[src/rtl/debounce_bank.sv]
// debounce_bank: N-channel push-button debouncer with two-flop synchronisers, an
// internal sample prescaler and symmetric press/release filtering. Defining
// DEBOUNCE_REPEAT_EN adds per-channel auto-repeat pulses on rep; otherwise rep is 0.
module debounce_bank #(
  parameter int N            = 4,
  parameter int STABLE_CNT   = 8,
  parameter int CLK_DIV      = 10000,
  parameter int REPEAT_DELAY = 2500,
  parameter int REPEAT_RATE  = 500
) (
  input  logic         clk_in,
  input  logic         rst,
  input  logic [N-1:0] button,
  output logic [N-1:0] state,
  output logic [N-1:0] rise,
  output logic [N-1:0] fall,
  output logic         tick,
  output logic [N-1:0] rep
);

  localparam int DIV_W = (CLK_DIV > 1) ? $clog2(CLK_DIV) : 1;
  localparam int CNT_W = $clog2(STABLE_CNT);
  localparam logic [DIV_W-1:0] DIV_LAST = DIV_W'(CLK_DIV - 1);
  localparam logic [CNT_W-1:0] CNT_LAST = CNT_W'(STABLE_CNT - 1);

  if (N < 1 || N > 32) begin : g_bad_n
    $error("debounce_bank: N must be in 1..32");
  end
  if (STABLE_CNT < 2 || STABLE_CNT > 255) begin : g_bad_stable
    $error("debounce_bank: STABLE_CNT must be in 2..255");
  end
  if (CLK_DIV < 1) begin : g_bad_div
    $error("debounce_bank: CLK_DIV must be at least 1");
  end
  if (REPEAT_DELAY < 1 || REPEAT_RATE < 1) begin : g_bad_repeat
    $error("debounce_bank: REPEAT_DELAY and REPEAT_RATE must be at least 1");
  end

  logic [N-1:0]       sync1_p0;
  logic [N-1:0]       sync2_p1;
  logic [DIV_W-1:0]   div_cnt;
  logic [DIV_W-1:0]   div_nxt;
  logic [CNT_W-1:0]   cnt [N];
  logic [N-1:0]       mism;
  logic [N-1:0]       flip;

  // Stage p0/p1: two-flop synchroniser on the raw inputs
  always_ff @(posedge clk_in or posedge rst) begin
    if (rst) begin
      sync1_p0 <= '0;
      sync2_p1 <= '0;
    end else begin
      sync1_p0 <= button;
      sync2_p1 <= sync1_p0;
    end
  end

  // Prescaler: tick is registered so it reads 1 exactly while div_cnt == CLK_DIV-1
  always_comb begin
    div_nxt = (div_cnt == DIV_LAST) ? '0 : div_cnt + 1'b1;
  end

  always_ff @(posedge clk_in or posedge rst) begin
    if (rst) begin
      div_cnt <= '0;
      tick    <= 1'b0;
    end else begin
      div_cnt <= div_nxt;
      tick    <= (div_nxt == DIV_LAST);
    end
  end

  // Stage p2: stability filter, advanced only on sample ticks
  always_comb begin
    mism = sync2_p1 ^ state;
    flip = '0;
    for (int i = 0; i < N; i++) begin
      flip[i] = tick & mism[i] & (cnt[i] == CNT_LAST);
    end
  end

  always_ff @(posedge clk_in or posedge rst) begin
    if (rst) begin
      state <= '0;
      rise  <= '0;
      fall  <= '0;
      for (int i = 0; i < N; i++) begin
        cnt[i] <= '0;
      end
    end else begin
      state <= state ^ flip;
      rise  <= flip & ~state;
      fall  <= flip & state;
      if (tick) begin
        for (int i = 0; i < N; i++) begin
          if (!mism[i] || flip[i]) begin
            cnt[i] <= '0;
          end else begin
            cnt[i] <= cnt[i] + 1'b1;
          end
        end
      end
    end
  end

`ifdef DEBOUNCE_REPEAT_EN
  localparam int RPT_MAX = REPEAT_DELAY + REPEAT_RATE;
  localparam int RPT_W   = $clog2(RPT_MAX + 1);
  localparam logic [RPT_W-1:0] RPT_FIRST = RPT_W'(REPEAT_DELAY);
  localparam logic [RPT_W-1:0] RPT_WRAP  = RPT_W'(RPT_MAX);

  logic [RPT_W-1:0] rpt_cnt [N];
  logic [RPT_W-1:0] rpt_nxt [N];
  logic [N-1:0]     rpt_hit;

  // Counter folds back to REPEAT_DELAY after each rate period, so it stays bounded
  always_comb begin
    rpt_hit = '0;
    for (int i = 0; i < N; i++) begin
      rpt_nxt[i] = rpt_cnt[i] + 1'b1;
      rpt_hit[i] = tick & state[i] & ~flip[i] &
                   ((rpt_nxt[i] == RPT_FIRST) | (rpt_nxt[i] == RPT_WRAP));
    end
  end

  always_ff @(posedge clk_in or posedge rst) begin
    if (rst) begin
      rep <= '0;
      for (int i = 0; i < N; i++) begin
        rpt_cnt[i] <= '0;
      end
    end else begin
      rep <= rpt_hit;
      for (int i = 0; i < N; i++) begin
        if (!state[i] || flip[i]) begin
          rpt_cnt[i] <= '0;
        end else if (tick) begin
          rpt_cnt[i] <= (rpt_nxt[i] == RPT_WRAP) ? RPT_FIRST : rpt_nxt[i];
        end
      end
    end
  end
`else
  assign rep = '0;
`endif

endmodule

[config.mk]
export PLATFORM = sky130hd
export DESIGN_NAME = debounce_bank
export DESIGN_NICKNAME = d
export VERILOG_FILES = /design/src/rtl/debounce_bank.sv
export SDC_FILE = /design/constraint.sdc
export NUM_CORES = 1
export LEC_CHECK = 0
export BUFFER_PORTS_ARGS = -buffer_cell sky130_fd_sc_hd__buf_4
export CORE_ASPECT_RATIO = 0.7
export CORE_MARGIN = 4
export CORE_UTILIZATION = 50
export DETAILED_ROUTE_END_ITERATION = 7
export HOLD_SLACK_MARGIN = 0.15
export PLACE_DENSITY = 0.79
export SLEW_MARGIN = 10
export SYNTH_ARGS = -nofsm -noshare
export SYNTH_HDL_FRONTEND = slang
export SYNTH_SLANG_ARGS = --single-unit
[constraint.sdc]
create_clock -name clk_in -period 2.4 [get_ports clk_in]
set_input_delay 0.48 -clock clk_in [delete_from_list [all_inputs] [get_ports clk_in]]
set_output_delay 0.48 -clock clk_in [all_outputs]
set_load 0.01 [all_outputs]
==> results of run 1 <==
[registers in the layout (all words and copies together) (netlist names)]
name	flops
tick	1
rise	4
div_cnt	14
fall	4
sync2_p1	4
state	4
sync1_p0	4
cnt	12
[power by group]
group	switching (W)	internal (W)	leakage, nW	total (W)
clock	0.000276	0.000209	0.0408	0.000484
sequential	0.00000256	0.000798	0.624	0.000800
combinational	0.0000242	0.0000117	0.564	0.0000359
[layout make-up]
cell class	instances	area [sq um]
inverters	19	71.32
flip-flops and latches	47	1176
clock inverters	3	23.77
multi-input cells	114	825.8
well taps	52	65.06
fillers	343	1595
clock buffers	5	68.82
repair buffers	22	167.7
[how the worst min path moves through the flow]
stage | slack, ps | to | from | cells after the start
3_5_place_dp | 340 | sync2_p1[0]$_DFF_PP0_ | sync1_p0[0]$_DFF_PP0_ | 0
4_1_cts | 270 | sync1_p0[0]$_DFF_PP0_ | button[0] | 1
5_1_grt | 250 | sync1_p0[0]$_DFF_PP0_ | button[0] | 1
2_1_floorplan | 330 | sync2_p1[0]$_DFF_PP0_ | sync1_p0[0]$_DFF_PP0_ | 0
6_report | 280 | sync1_p0[3]$_DFF_PP0_ | button[3] | 1
3_3_place_gp | 330 | sync2_p1[1]$_DFF_PP0_ | sync1_p0[1]$_DFF_PP0_ | 0
[stage by stage]
step,instances,utilization (%)
after CTS,262,60.06
after floorplan,188,-
after global routing,262,60.06
after global placement,253,57.49
final,262,60.06
after detailed placement,253,57.49
[cell usage after synthesis (all sizes together)]
library cell | instances | share of area, %
dfrtp | 47 | 56
inv | 19 | 3.4
ha | 17 | 10
nor2 | 14 | 2.5
nand2 | 12 | 2.1
xor2 | 10 | 4.1
nand3 | 8 | 1.9
o22ai | 8 | 2.4
and3 | 7 | 2.1
xnor2 | 6 | 2.5
buf | 5 | 1.8
nand2b | 4 | 1.2
nand4 | 4 | 1.2
and4 | 3 | 1.2
clkbuf | 3 | 0.53
mux2 | 3 | 1.6
o21ai | 2 | 0.47
or4b | 2 | 0.95
a2111oi | 1 | 0.71
a21oi | 1 | 0.24
and2 | 1 | 0.30
and2b | 1 | 0.42
conb | 1 | 0.18
nand3b | 1 | 0.36
nor2b | 1 | 0.30
nor3 | 1 | 0.24
nor3b | 1 | 0.36
nor4b | 1 | 0.71
o41ai | 1 | 0.42
[metal layers]
layer  wire length, um  vias up  global-route usage [%]  share of wire (%)
met5                 0        -                       0                  0
met4                23        0                   6.522               0.67
met3               170        2                   3.963                5.0
met2              1586       33                   21.41                 46
met1              1640      643                   20.32                 48
li1                  -      656                       -                  -
[cell families after synthesis]
logic type | synth area share, %
adders and majority gates | 10.08
AOI/OAI and AO/OA | 4.208
other | 0.1777
xor gates and xnor gates | 6.639
muxes | 1.600
and+or+nand+nor | 15.89
DFF | 55.72
buffers and inverters | 5.691
[critical path, cell delays in order (launching register included)]
cell and delay, ps:
dfrtp_1 470, ha_1 370, xor2_1 240, or4b_1 490, a2111oi_2 330
==> results.cfg, run 1 <==
[status]
status = finished, final reports clean

[floorplan]
dieArea_sq_mm = 0.005342
core_sq_mm = 0.003994
die_w_um = 85.66
die_y_um = 62.36
ioPinCount = 23
initial_core_util_pct = 52.85
num_rows = 19

[timing]
timing.hold.ws_ps = 277.5
timing.setup.tns_ps = 0
grt_setup_unrepaired = no
worstMarginPinSlew_ps = 612.6
hold_viol = 0
clock_skew_ps = 10.85
period_share_pct = 83.46
period_needed_ps = 2003
setup_ws_ps = 397.0
max_freq_ghz = 0.4992
finalSetupViolations = 0
relSlewSlack_pct = 59.16
drv_slew = 0

[setup_path]
rrSetupSlack_ps = 400
r2r-start = div_cnt[0]$_DFF_PP0_
reg2regPathDepth = 4
start_kind = flip-flop
cp_max_fo = 9
worstSetupPathType = reg2reg
startpoint = div_cnt[0]$_DFF_PP0_
end_kind = flip-flop
crit_path_end = tick$_DFF_PP0_
r2r_end = tick$_DFF_PP0_
required_ps = 2590
worstPathArrival_ps = 2190

[clock_tree]
clock_latency_ps = 300
postCtsSetupBuffers = 0
cts_resized = 0
ctsHoldBuffers = 1
cts-htree-levels = 2
cts_inserted_buffers = 5
clkSlewWorstSetupHoldPaths_ps = 100
cts_sinks = 47
cts_root_buffer = clkbuf_8
clk_path_buf_depth = 2
cts_tree = yes

[final_layout]
final_area_sq_mm = 0.002399
layout-area-overhead-vs-synth_pct = 13.63
nNetsFinal = 232
layout_commonest_cell = dfrtp_1
diodes = 0
drive_above_1_share_pct = 17.62
final_cell_mix = 47 x dfrtp_1, 21 x buf_4, 18 x inv_1

[logic_synthesis]
syn-instance-count = 185
synth_area_sq_mm = 0.002111
synth_warnings = 0
yosysSeqAreaShare_pct = 55.72
avgSynthCellArea_sq_um = 11.41
ys_ff_latch = 47
yosysUniqueCellTypes = 30

[route]
drtPass1Iterations = 4
wl_um = 3421
ant_nets = 0
wire_per_inst_um = 13.06
route.detailed.drc = 0
drtIter0Drc = 68
vias = 1334
routed_via_density = 5.092

[power]
power_leakage_nw = 1.229
power.total_w = 0.001320
peakVddDrop_mv = 0.2701
p_per_area_mw_per_mm2 = 550.5

[flow_run]
drv_cap = 0

[place]
io_buffer_count = 18
globalplace.congestion = 0.9088
placed_cell_area_sq_mm = 0.002296
dp.final_hpwl_um = 2517
place_ws_ps = 439.9

[global_route]
grt_use_total_pct = 14.64
first_global_vias = 1315
antenna_found_initial = 0
grt-ovfl-total = 0
grt_first_pass_wirelength_um = 6168
grt_max_degree = 22

[worst_hold_path]
hold_class = in2reg
Note: power is estimated with default switching activity, not from simulation.
==> run 2, diff against run 1 <==
--- a/config.mk
+++ b/config.mk
@@ -5,13 +5,14 @@
 export SDC_FILE = /design/constraint.sdc
 export NUM_CORES = 1
 export LEC_CHECK = 0
+export ABC_AREA = 1
 export BUFFER_PORTS_ARGS = -buffer_cell sky130_fd_sc_hd__buf_4
 export CORE_ASPECT_RATIO = 0.7
 export CORE_MARGIN = 4
 export CORE_UTILIZATION = 50
 export DETAILED_ROUTE_END_ITERATION = 7
 export HOLD_SLACK_MARGIN = 0.15
-export PLACE_DENSITY = 0.79
+export PLACE_DENSITY = 0.78
 export SLEW_MARGIN = 10
 export SYNTH_ARGS = -nofsm -noshare
 export SYNTH_HDL_FRONTEND = slang
==> constraint.sdc (replaced) <==
create_clock -name clk_in -period 2 [get_ports clk_in]
set_input_delay 0.4 -clock clk_in [delete_from_list [all_inputs] [get_ports clk_in]]
set_output_delay 0.4 -clock clk_in [all_outputs]
set_load 0.01 [all_outputs]
==> run 2 against run 1 <==
Synthesized area grew 4.2%. First-iteration DRC count is 5.9% higher. Routed wire length is 8.2% higher. Clock skew is 3.9 ps lower. Utilization rose by 0.32 points. Count of clock-buffer cells in the layout unchanged. Hold slack worse by 73 ps. Sequential power increased by 20%. Synthesized cell count is 35% higher. Sequential share of layout area is 1.4 points lower.
==> results.cfg, run 2 <==
[status]
status = finished, final reports clean

[route]
wire_per_inst_um = 11.35
ant_nets = 0
routed_via_density = 4.773
route.detailed.drc = 0
wl_um = 3700
vias = 1556
drtIter0Drc = 72
drtPass1Iterations = 4

[logic_synthesis]
ys_async_sr_fraction_pct = 100.0
yosysSeqAreaShare_pct = 53.47
synth-edff-count = 0
synth-main-ff-cell = dfrtp_1
synth_top_family_by_area = simple AND/OR/NAND/NOR gates
yosys.area_share.simple_pct = 22.58
synth_compound_area_share_pct = 4.323
synth-adder-area-share_pct = 9.670
synthTopCellsByCount = 49 x nand2_1, 47 x dfrtp_1, 43 x inv_1
yosysUniqueCellTypes = 19
synth_area_sq_mm = 0.002200
muxShareOfSynthArea_pct = 0
synth_top_area_share_pct = 53.47
syn-instance-count = 250
synth_warnings = 0
synthTopCellsByArea = dfrtp_1 53%, ha_1 9.7%, nand2_1 8.4%
synth_most_common_cell = nand2_1
synth_xor_area_share_pct = 0.3982
netlist.top_cell.by_area = dfrtp_1
avgSynthCellArea_sq_um = 8.798
ys_ff_latch = 47

[power]
peakVddDrop_mv = 0.5347
clockPowerShare_pct = 36.0
switching_power_w = 0.0003410
combinationalPowerShare_pct = 2.2
p_per_area_mw_per_mm2 = 629.9
p_int_w = 0.001214
power_leakage_nw = 1.330
p_sw_share_pct = 21.93
p_seq_share_pct = 61.8

[flow_run]
drv_cap = 0

[setup_path]
path_buf_inv = 1
end_kind = flip-flop
max_stage_delay_ps = 400
reg2regPathDepth = 9
crit_chain = ha_1 -> nand3_1 -> inv_2 -> nand2_1 -> o21ai_0 -> nand3_1 -> nor2_1 -> nand2_1 -> nor2_1
rrSetupSlack_ps = 490
r2r_end = tick$_DFF_PP0_
r2r-start = div_cnt[0]$_DFF_PP0_
worstSetupPathType = reg2reg
cp_slowest_cell = dfrtp_1
start_kind = flip-flop
worstPathArrival_ps = 1750
cp_max_fo = 4
required_ps = 2240
critPathTopFamily = simple AND/OR/NAND/NOR gates

[worst_hold_path]
worstHoldEndpoint = sync1_p0[1]$_DFF_PP0_
holdPathStages = 1
min_from = button[1]
hold_class = in2reg

[global_route]
grt_use_total_pct = 15.05
antenna_found_initial = 0
grt_first_pass_wirelength_um = 6472
first_global_vias = 1379
grt-ovfl-total = 0
grt_max_degree = 48

[final_layout]
diodes = 0
top_regs = div_cnt (14), cnt (12)
final_cell_mix = 49 x nand2_1, 47 x dfrtp_1, 42 x inv_1
layout-area-overhead-vs-synth_pct = 12.23
drive_above_1_share_pct = 13.87
final_area_sq_mm = 0.002469
nNetsFinal = 296
largest_reg_flops = 14
n_fill_cell = 366
top_register = div_cnt
fin_util_pct = 60.37
layout_commonest_cell = nand2_1

[clock_tree]
cts-htree-levels = 2
cts_inserted_buffers = 5
clock_latency_ps = 300
cts_root_buffer = clkbuf_8
postCtsSetupBuffers = 0
cts_tree = yes
cts_resized = 0
ctsHoldBuffers = 0
cts_sinks = 47
clkSlewWorstSetupHoldPaths_ps = 90
clk_path_buf_depth = 2

[place]
io_buffer_count = 18
dp.final_hpwl_um = 2807
placed_cell_area_sq_mm = 0.002381
globalplace.congestion = 0.9771
place_ws_ps = 517.9

[timing]
relSlewSlack_pct = 62.18
period_needed_ps = 1512
drv_slew = 0
setup_ws_ps = 488.3
worstMarginPinSlew_ps = 567.3
grt_setup_unrepaired = no
hold_viol = 0
period_share_pct = 75.58
finalSetupViolations = 0
timing.setup.tns_ps = 0
max_freq_ghz = 0.6615
clock_skew_ps = 6.938

[floorplan]
dieArea_sq_mm = 0.005542
num_rows = 19
core_sq_mm = 0.004089
die_y_um = 63.50
initial_core_util_pct = 53.79
die_w_um = 87.28
ioPinCount = 23
-- run 2: area by class of cell --
| cell class | instances | area, sq um | area share, % |
|---|---|---|---|
| inverter | 45 | 168.9 | 6.842 |
| multi-input combinational | 155 | 828.3 | 33.55 |
| timing repair buffer | 19 | 142.6 | 5.778 |
| clock buffer | 5 | 68.82 | 2.788 |
| tap | 52 | 65.06 | 2.636 |
| clock inverter | 3 | 18.77 | 0.7603 |
| sequential | 47 | 1176 | 47.64 |
-- run 2: power groups by stage --
stage	clock network, W	logic (W)	registers [W]
final	0.000561	0.0000342	0.000960
after global routing	0.000631	0.0000408	0.000962
after CTS	0.000583	0.0000362	0.000960
after detailed placement	0	0.0000363	0.000979
after global placement	0	0.0000352	0.000979
after floorplan	0	0.0000273	0.000978
-- run 2: kinds of logic after synthesis --
family | after synthesis
and+or+nand+nor | 114
buffers and inverters | 51
DFF | 47
AOI/OAI and AO/OA | 19
adders and majority gates | 17
xor gates and xnor gates | 1
other | 1
-- run 2: metal layers --
layer,GRT usage (%),up-vias,share of wire (%)
met5,0,-,0
met1,23.71,680,53
met2,18.14,57,37
li1,-,817,-
met4,4.598,0,0.51
met3,6.250,2,9.6
-- run 2: how the worst max path moves through the flow --
| stage | startpoint | to | slack [ps] | cells after the start |
|---|---|---|---|---|
| 2_1_floorplan | rst | cnt[0]$_DFFE_PP0P_ | 480 | 1 |
| 3_3_place_gp | div_cnt[0]$_DFF_PP0_ | tick$_DFF_PP0_ | 560 | 8 |
| 3_5_place_dp | div_cnt[0]$_DFF_PP0_ | tick$_DFF_PP0_ | 520 | 8 |
| 4_1_cts | div_cnt[0]$_DFF_PP0_ | tick$_DFF_PP0_ | 500 | 9 |
| 5_1_grt | div_cnt[0]$_DFF_PP0_ | tick$_DFF_PP0_ | 290 | 9 |
| 6_report | div_cnt[0]$_DFF_PP0_ | tick$_DFF_PP0_ | 490 | 9 |
-- run 2: per-stage QoR --
step / hold WS [ps] / instances / power, W
floorplan: 331.2 / 253 / 0.001006
global placement: 331.7 / 318 / 0.001014
detailed placement: 341.0 / 318 / 0.001016
CTS: 194.4 / 326 / 0.001580
global route: 181.9 / 326 / 0.001634
finish: 204.4 / 326 / 0.001555
